==> config.mk <==
export PLATFORM = sky130hd
export DESIGN_NAME = bidir_pin_responder
export DESIGN_NICKNAME = d
export VERILOG_FILES = /design/src/rtl/bidir_pin_responder.sv
export SDC_FILE = /design/constraint.sdc
export NUM_CORES = 1
export LEC_CHECK = 0
export ABC_CLOCK_PERIOD_IN_PS = 1850
export BUFFER_PORTS_ARGS = -buffer_cell sky130_fd_sc_hd__buf_2
export CAP_MARGIN = 20
export CELL_PAD_IN_SITES_DETAIL_PLACEMENT = 0
export CELL_PAD_IN_SITES_GLOBAL_PLACEMENT = 1
export CORE_ASPECT_RATIO = 1.4
export CORE_MARGIN = 4
export CORE_UTILIZATION = 25
export DETAILED_ROUTE_END_ITERATION = 6
export PLACE_DENSITY = 0.52
export SLEW_MARGIN = 20
export SYNTH_ARGS = -nofsm -noshare
export SYNTH_HDL_FRONTEND = slang
export SYNTH_SLANG_ARGS = --single-unit
==> constraint.sdc <==
create_clock -name clk -period 1.85 [get_ports clk]
set_input_delay 0.4625 -clock clk [delete_from_list [all_inputs] [get_ports clk]]
set_output_delay 0.4625 -clock clk [all_outputs]
set_load 0.03 [all_outputs]
==> src/rtl/bidir_pin_responder.sv <==
// Half-duplex single-wire 8N1 responder for an ECP5 bidirectional pad.
// Receives one byte, waits a fixed turnaround, then optionally drives a response byte.
module bidir_pin_responder #(
    parameter int unsigned BIT_CYCLES  = 16,
    parameter int unsigned TURN_CYCLES = 4
) (
    input  logic       clk,
    input  logic       rst,
    input  logic       pin_I,
    output logic       pin_O,
    output logic       pin_T,
    output logic [7:0] rx_data,
    output logic       rx_valid,
    output logic       frame_err,
    input  logic [7:0] tx_data,
    input  logic       tx_valid,
    output logic       tx_ack,
    output logic       busy
);

    localparam int unsigned CntMax = (BIT_CYCLES > TURN_CYCLES) ? BIT_CYCLES : TURN_CYCLES + 1;
    localparam int unsigned CntW   = $clog2(CntMax);

    localparam logic [CntW-1:0] HalfBitLoad = CntW'(BIT_CYCLES / 2 - 1);
    localparam logic [CntW-1:0] BitLoad     = CntW'(BIT_CYCLES - 1);
    // TURN spans TURN_CYCLES+1 cycles so tx_ack lands TURN_CYCLES+1 cycles after rx_valid.
    localparam logic [CntW-1:0] TurnLoad    = CntW'(TURN_CYCLES);

    typedef enum logic [2:0] {
        StIdle,
        StRxStart,
        StRxData,
        StRxStop,
        StTurn,
        StTxStart,
        StTxData,
        StTxStop
    } state_e;

    state_e          state_q, state_d;
    logic [CntW-1:0] cnt_q, cnt_d;
    logic [2:0]      bit_q, bit_d;
    logic [7:0]      rx_sr_q, rx_sr_d;
    logic [7:0]      tx_sr_q, tx_sr_d;
    logic [7:0]      rx_data_q, rx_data_d;
    logic            rx_valid_q, rx_valid_d;
    logic            frame_err_q, frame_err_d;
    logic            tx_ack_q, tx_ack_d;
    logic            pin_o_q, pin_o_d;
    logic            pin_t_q, pin_t_d;

    logic sync1_q, sync2_q, s_prev_q;
    logic s_in;
    logic cnt_zero;

    assign s_in     = sync2_q;
    assign cnt_zero = (cnt_q == '0);

    always_ff @(posedge clk or posedge rst) begin
        if (rst) begin
            sync1_q  <= 1'b1;
            sync2_q  <= 1'b1;
            s_prev_q <= 1'b1;
        end else begin
            sync1_q  <= pin_I;
            sync2_q  <= sync1_q;
            s_prev_q <= sync2_q;
        end
    end

    always_comb begin
        state_d     = state_q;
        cnt_d       = cnt_q;
        bit_d       = bit_q;
        rx_sr_d     = rx_sr_q;
        tx_sr_d     = tx_sr_q;
        rx_data_d   = rx_data_q;
        rx_valid_d  = 1'b0;
        frame_err_d = 1'b0;
        tx_ack_d    = 1'b0;

        unique case (state_q)
            StIdle: begin
                if (s_prev_q && !s_in) begin
                    state_d = StRxStart;
                    cnt_d   = HalfBitLoad;
                end
            end
            StRxStart: begin
                if (cnt_zero) begin
                    if (!s_in) begin
                        state_d = StRxData;
                        cnt_d   = BitLoad;
                        bit_d   = 3'd0;
                    end else begin
                        state_d = StIdle;
                    end
                end else begin
                    cnt_d = cnt_q - 1'b1;
                end
            end
            StRxData: begin
                if (cnt_zero) begin
                    rx_sr_d = {s_in, rx_sr_q[7:1]};
                    cnt_d   = BitLoad;
                    if (bit_q == 3'd7) begin
                        state_d = StRxStop;
                    end else begin
                        bit_d = bit_q + 1'b1;
                    end
                end else begin
                    cnt_d = cnt_q - 1'b1;
                end
            end
            StRxStop: begin
                if (cnt_zero) begin
                    if (s_in) begin
                        rx_data_d  = rx_sr_q;
                        rx_valid_d = 1'b1;
                        cnt_d      = TurnLoad;
                        state_d    = StTurn;
                    end else begin
                        frame_err_d = 1'b1;
                        state_d     = StIdle;
                    end
                end else begin
                    cnt_d = cnt_q - 1'b1;
                end
            end
            StTurn: begin
                if (cnt_zero) begin
                    if (tx_valid) begin
                        tx_sr_d  = tx_data;
                        tx_ack_d = 1'b1;
                        cnt_d    = BitLoad;
                        state_d  = StTxStart;
                    end else begin
                        state_d = StIdle;
                    end
                end else begin
                    cnt_d = cnt_q - 1'b1;
                end
            end
            StTxStart: begin
                if (cnt_zero) begin
                    cnt_d   = BitLoad;
                    bit_d   = 3'd0;
                    state_d = StTxData;
                end else begin
                    cnt_d = cnt_q - 1'b1;
                end
            end
            StTxData: begin
                if (cnt_zero) begin
                    cnt_d   = BitLoad;
                    tx_sr_d = {1'b0, tx_sr_q[7:1]};
                    if (bit_q == 3'd7) begin
                        state_d = StTxStop;
                    end else begin
                        bit_d = bit_q + 1'b1;
                    end
                end else begin
                    cnt_d = cnt_q - 1'b1;
                end
            end
            StTxStop: begin
                if (cnt_zero) begin
                    state_d = StIdle;
                end else begin
                    cnt_d = cnt_q - 1'b1;
                end
            end
            default: state_d = StIdle;
        endcase

        // Pad controls are computed from the next state so they can be registered.
        pin_t_d = 1'b1;
        pin_o_d = 1'b1;
        unique case (state_d)
            StTxStart: begin
                pin_t_d = 1'b0;
                pin_o_d = 1'b0;
            end
            StTxData: begin
                pin_t_d = 1'b0;
                pin_o_d = tx_sr_d[0];
            end
            StTxStop: begin
                pin_t_d = 1'b0;
                pin_o_d = 1'b1;
            end
            default: begin
                pin_t_d = 1'b1;
                pin_o_d = 1'b1;
            end
        endcase
    end

    always_ff @(posedge clk or posedge rst) begin
        if (rst) begin
            state_q     <= StIdle;
            cnt_q       <= '0;
            bit_q       <= 3'd0;
            rx_sr_q     <= 8'h00;
            tx_sr_q     <= 8'h00;
            rx_data_q   <= 8'h00;
            rx_valid_q  <= 1'b0;
            frame_err_q <= 1'b0;
            tx_ack_q    <= 1'b0;
            pin_o_q     <= 1'b1;
            pin_t_q     <= 1'b1;
        end else begin
            state_q     <= state_d;
            cnt_q       <= cnt_d;
            bit_q       <= bit_d;
            rx_sr_q     <= rx_sr_d;
            tx_sr_q     <= tx_sr_d;
            rx_data_q   <= rx_data_d;
            rx_valid_q  <= rx_valid_d;
            frame_err_q <= frame_err_d;
            tx_ack_q    <= tx_ack_d;
            pin_o_q     <= pin_o_d;
            pin_t_q     <= pin_t_d;
        end
    end

    assign pin_O     = pin_o_q;
    assign pin_T     = pin_t_q;
    assign rx_data   = rx_data_q;
    assign rx_valid  = rx_valid_q;
    assign frame_err = frame_err_q;
    assign tx_ack    = tx_ack_q;
    assign busy      = (state_q != StIdle);

endmodule

==> metrics.md, run 1 <==
| Metric | Value |
|---|---|
| Run status | complete, but fails checks |
| Failing checks | negative setup slack |
| # setup viols final | 17 |
| H-tree levels | 2 |
| Total wire length | around 5.3 mm |
| Die area | between 10000 and 15000 sq um |
| Most common cell in the netlist | dfrtp_1 |
| EDFF count, synth | 0 |
| R2R Setup Slk | -0.10 ns |
| VDD IR max | 553 uV |
| Crit path kind | reg -> reg |
| Clock Pin Slew Worst Setup and Hold Paths | roughly 0.06 ns |
| Clock Skew | roughly 0.0034 ns |
| Fin worst setup slack | -0.100 ns |
| Final Hold Fails | 0 |
| Diodes inserted | 0 |
| Share of the synthesized area in the top cell type | ~43% |
| Min-delay worst type | in -> async |
| Post-layout min period | approximately 2 ns |
| Mean Syn Cell Area | about 11 sq um |
| Part of the Yosys area used for sequential elements | about half |
| Worst-Margin Slew | about 0.31 ns |
| Num rows | 39 |
| HPWL after DPL | roughly 3.7 mm |
| Fmax | 0.513 GHz |
| Die H | 117 microns |
| Post-Syn Nets | 210 |
| Crit end category | register |
| I/O Pins | 26 |
| Core box area | between 8000 and 9000 sq um |
| Yosys reg bits | 42 |
| Worst-Skew Late Latency | between 0.2 and 0.3 ns |
| Startpoint Class | register |
| Pwr/cell area | 1400 nW/um^2 |
| CTS tree | yes |
| Initial antenna violation count | 0 |
| Max FO, Critical Path | 3 |
| Vias in the first global route | roughly 1800 |
| # clock sinks | 42 |
| Hold WS | 0.198 ns |
| Final #Nets | 278 |
| Gr usage total | 11.1% |
| # DRC | 0 |
| Pre-CTS WS | -0.104 ns |
| Ys Warns | 0 |
| CTS Buf Count | 5 |
| FFs w/ async S/R, synth | between 90% and 100% |
| Worst Path Required | just over 2 ns |
| Post-route insts no fill | roughly 360 |
| MaxCap Viol Count | 0 |
| DP Cell Count | 343 |
| Initial core utilization | between 20% and 30% |
| DRT iter0 DRCs | 59 |
| DIE WIDTH | about 86 microns |
| Synth cell types | between 50 and 60 |
| Worst EP arrival | 2.16 ns |
| Global-route wire length before repair | 9.03 mm |
| Cells on worst reg2reg path | 8 |
| Port Buffers | 25 |
| Clock root cell | clkbuf_16 |
| Most used DFF post-synth | dfrtp_1 |
| Area Growth Syn to Fin | 47.7% |
| WL/cell | ~15 microns |
| Vias after detailed routing | 1681 |
| Length of the first detailed-routing pass in iterations | 4 |
| Relative slew margins | about 80% |
| Total congestion overflow | 0 |
| Final Wtd Congestion | 0.767 |
| Longest Clk Path Bufs | 2 |
| Reg-to-Reg End | pin_O |
| Post-Syn Area | ~2100 sq um |
| Pin count of the biggest net entering global routing | between 40 and 50 |
| Vias per std cell | about 4.6 |
| Post-Syn Instances | 191 |
| Largest cells by area after synthesis | dfrtp_1, mux2_2, dfstp_2 |
| RSZ-0062 raised after global routing | yes |
| RR Startpoint | state_q[1] |
| Number of routed nets with antenna violations | 0 |
| Post-synthesis cell type with the largest combined area | dfrtp_1 |
| Fin crit share | 105% |
| Commonest cells post-synth | dfrtp_1, nand2_1, mux2_2 |
| Final Max Slew Viols | 0 |
| Layout cell share with drive strength beyond 1 | approximately 58% |
| Leak | between 0.001 and 0.0015 uW |
flip-flops by register name (all words and copies together) (netlist names), 3 cells and up:
register  count
rx_data       8
rx_sr_q       8
tx_sr_q       8
cnt_q         4
bit_q         3
state_q       3
through the flow:
| stage | cell area, sq um | total power, uW | setup TNS [ns] | util [%] |
|---|---|---|---|---|
| after global placement | 2650 | 2870 | -2.30 | 32.2 |
| after global routing | 3160 | 4690 | -3.56 | 38.3 |
| after CTS | 3000 | 4220 | -1.04 | 36.4 |
| after floorplan | 2180 | 2240 | -0.0589 | - |
| final | 3160 | 4410 | -0.924 | 38.3 |
| after detailed placement | 2650 | 2870 | -2.22 | 32.2 |
metal layers:
metal	GRT usage [%]	up-vias	wire (microns)
met5	0	-	0
met1	12.9	831	2240
li1	-	831	-
met2	20.2	12	2870
met3	1.47	7	73
met4	4.46	0	92
critical path: stages (launching register included):
cell and delay, ns:
dfrtp_1 0.40, buf_4 0.17, ha_4 0.16, a2111oi_4 0.33
buf_4 0.20, a22oi_1 0.06, a31o_1 0.25, nor3_2 0.20
a22oi_2 0.10
placed cells by master, fill, tap and decap left out, types with 2 or more instances in the layout:
master,netlist,routed
dfrtp_1,37,36
buf_4,0,32
buf_2,2,25
nand2_1,22,18
buf_6,3,11
o21ai_1,11,10
mux2_4,0,10
mux2_2,19,9
a22oi_2,1,7
o21ai_0,11,7
inv_1,9,6
clkbuf_16,0,5
dfstp_2,5,5
nand2_2,0,4
ha_4,0,4
nor2_1,4,3
nor2b_1,3,3
o21ai_2,0,3
nor3_1,5,3
nor3_2,1,3
nand3_1,3,2
nand2b_1,3,2
or2_4,1,2
and2_4,0,2
inv_6,0,2
a21oi_1,2,2
o21ai_4,0,2
o21ba_1,2,2
ha_1,7,2
final cells by class:
class                   count  area [sq um]
fillers                   818          5090
multi-input cells         132          1270
flip-flops and latches     42          1060
repair buffers             69           509
clock buffers               7           143
well taps                 102           128
inverters                   9          38.8
clock inverters             1          8.76
worst max-delay path by stage:
stage / startpoint / end / slack (ns) / depth (start not counted)
4_1_cts: cnt_q[0] / pin_O / -0.07 / 9
2_1_floorplan: cnt_q[0] / pin_O / -0.03 / 7
6_report: state_q[1] / pin_O / -0.10 / 8
3_3_place_gp: cnt_q[0] / rx_sr_q[5] / -0.11 / 7
5_1_grt: cnt_q[0] / pin_O / -0.21 / 9
3_5_place_dp: cnt_q[1] / rx_sr_q[6] / -0.10 / 7
cell families after synthesis:
| group | after synthesis | synth area share, % |
|---|---|---|
| simple gates | 53 | 14.2 |
| mux | 20 | 10.5 |
| buf+inv | 18 | 4.33 |
| fa+ha+maj | 7 | 4.10 |
| xor+xnor | 1 | 0.410 |
| compound gates | 50 | 17.1 |
| flops | 42 | 49.4 |
what timing repair did:
action	4_1_cts	5_1_grt
gates resized for setup	37	30
setup endpoints to repair	35	36
pin swaps	23	15
hold buffers	0	0
buffers inserted	7	3
cloned	1	1
power breakdown:
part           switching, uW  internal (uW)
clock network            380            543
registers               95.7           1050
logic                   1090           1250
total                   1570           2840
Power figures use the tool's default switching activity.
==> run 2, diff against run 1 <==
- TNS_END_PERCENT: unset -> 10
==> run 2 against run 1 <==
The run still ends with negative setup slack left. Clock skew rose by 0.0015 ns. Sequential power barely moved. Flip-flop and latch count did not move. Global-route usage fell by 0.48 points. Non-clock buffer count fell by 5. Via count fell by 1.5%. Utilization fell by 1.6 points. Hold slack improved by 0.0090 ns. Register-to-register slack improved by 0.04 ns. Count of clock-buffer cells in the layout did not move. Sequential share of layout area rose by 1.5 points. Critical path depth did not move. Largest cell class unchanged.
==> metrics.md, run 2 (synthesis results as in run 1) <==
| Metric | Value |
|---|---|
| Run status | complete, but fails checks |
| Failing checks | negative setup slack |
| Initial core utilization | 25.9% (unchanged) |
| Total congestion overflow | 0 (unchanged) |
| Clock Pin Slew Worst Setup and Hold Paths | 0.06 ns (about the same) |
| Final Max Slew Viols | 0 (unchanged) |
| Crit path kind | reg -> reg |
| GRT met2 Usage | 19.0% (-1.2 points) |
| HPWL after DPL | 3.67 mm (+0.18%) |
| Startpoint Class | register |
| Fmax | 0.523 GHz (+2.0%) |
| Core box area | 8250 sq um (unchanged) |
| Layout cell share with drive strength beyond 1 | 51.0% (-6.7 points) |
| Global-route wire length before repair | 8.54 mm (-5.4%) |
| Worst-Margin Slew | 0.348 ns (+0.0368 ns) |
| Setup TNS | -0.159 ns (+0.765 ns) |
| WL/cell | 14.7 microns (+0.75%) |
| Worst Path Required | 2.06 ns (about the same) |
| # DRC | 0 (unchanged) |
| Clock Skew | 0.00484 ns (+0.00147 ns) |
| Area Growth Syn to Fin | 41.7% |
| Fin crit share | 103% (-2.0 points) |
| Final #Nets | 273 (-1.8%) |
| Crit end category | register |
| H-tree levels | 2 (unchanged) |
| GR peak layer | met2 |
| Post-CTS Hold Buffers | 0 (unchanged) |
| RSZ-0062 raised after global routing | yes |
| Clock root cell | clkbuf_16 |
| Pin count of the biggest net entering global routing | 43 (unchanged) |
| Port Buffers | 25 (unchanged) |
| Cell area after layout | 3030 sq um (-4.1%) |
| Worst EP arrival | 2.12 ns (-0.04 ns) |
| Leak | 0.00137 uW (-3.5%) |
| Pwr/cell area | 1370 nW/um^2 (-1.9%) |
| Final Wtd Congestion | 0.750 (-2.2%) |
| Num rows | 39 (unchanged) |
| Relative slew margins | 76.8% (-2.4 points) |
| M1 GR Usage | 12.2% (-0.69 points) |
| Vias per std cell | 4.64 (-0.17%) |
| MaxCap Viol Count | 0 (unchanged) |
| Total wire length | 5.25 mm (-0.64%) |
| Die H | 117 microns (unchanged) |
| Hold WS | 0.207 ns (+0.00903 ns) |
| # setup viols final | 3 (-14) |
| Longest Clk Path Bufs | 2 (unchanged) |
| Most common cell after layout, fill and taps aside | dfrtp_1 |
| Met3 usage | 1.68% (+0.21 points) |
| Diodes inserted | 0 (unchanged) |
| Pwr Total | 4150 uW (-5.9%) |
| Fin worst setup slack | -0.0625 ns (+0.0379 ns) |
| Min-delay worst type | in -> async |
| I/O Pins | 26 (unchanged) |
| DRT iter0 DRCs | 76 (+29%) |
| Vias in the first global route | 1732 (-4.3%) |
| Number of routed nets with antenna violations | 0 (unchanged) |
| Initial antenna violation count | 0 (unchanged) |
| Commonest non-fill, non-tap cells in the layout | dfrtp_1, buf_4, buf_2 |
| Worst-Skew Late Latency | 0.28 ns (about the same) |
| Placed cell area | 2670 sq um (+0.75%) |
| CTS tree | yes |
| DIE WIDTH | 86.2 microns (unchanged) |
| Post-layout min period | 1.91 ns (-0.0379 ns) |
| Length of the first detailed-routing pass in iterations | 4 (unchanged) |
| # clock sinks | 42 (unchanged) |
| VDD IR max | 464 uV (-16%) |
| CTS Buf Count | 5 (unchanged) |
| Die area | 10100 sq um (unchanged) |
| Final Hold Fails | 0 (unchanged) |
| Max FO, Critical Path | 7 (+4) |
| Gr usage total | 10.7% (-0.48 points) |
| Vias after detailed routing | 1655 (-1.5%) |
[run 2: cell count changes in the layout (fill, tap and decap cells not counted), sizes merged]
cell,delta
and2,-1
buf,-5
or3b,+1
[run 2: repair_timing]
action | in CTS | in global routing
endpoints found under the setup margin | 34 | 37
pin swaps | 4 | 12
gates resized for setup | 7 | 37
buffers inserted | 1 | 2
cloned | 0 | 1
[run 2: path summary, 6_finish.rpt]
path	from	endpoint	slack, ns	depth (start not counted)
worst min-delay path	rst	bit_q[0]	0.21	3
worst max register to register	cnt_q[0]	pin_O	-0.06	8
min in group clk	pin_I	sync1_q	0.28	1
worst max-delay path	cnt_q[0]	pin_O	-0.06	8
worst min register to register	sync1_q	s_in	0.35	0
max in group asynchronous	rst	s_prev_q	1.38	3
[run 2: routing by layer]
metal | up-vias | share of wire [%]
met2 | 18 | 54
met4 | 0 | 2.7
met3 | 9 | 2.0
met1 | 810 | 41
li1 | 818 | -
met5 | - | 0
[run 2: final cells by class]
class / instances / area (sq um)
multi-input cells: 132 / 1190
fillers: 799 / 5220
flip-flops and latches: 42 / 1060
well taps: 102 / 128
repair buffers: 64 / 468
clock inverters: 1 / 8.76
inverters: 9 / 33.8
clock buffers: 7 / 143
[run 2: through the flow]
stage | cells | setup WS, ns | util (%)
floorplan | 191 | -0.0341 | -
global placement | 346 | -0.130 | 32.4
detailed placement | 346 | -0.0946 | 32.4
CTS | 355 | -0.0881 | 34.7
global route | 357 | -0.159 | 36.7
finish | 357 | -0.0625 | 36.7
[run 2: worst max-delay path, stage by stage (launching register included)]
cell and delay, ns:
dfrtp_1 0.38, inv_2 0.07, ha_4 0.14, or3b_4 0.45, buf_4 0.18, o221ai_4 0.16
nand4b_4 0.14, nor3_4 0.21, a22oi_2 0.09
[run 2: report_power, final]
group | internal [uW] | switching (uW) | total, uW
combinational | 1080 | 1000 | 2080
sequential | 1050 | 109 | 1160
clock | 543 | 363 | 906
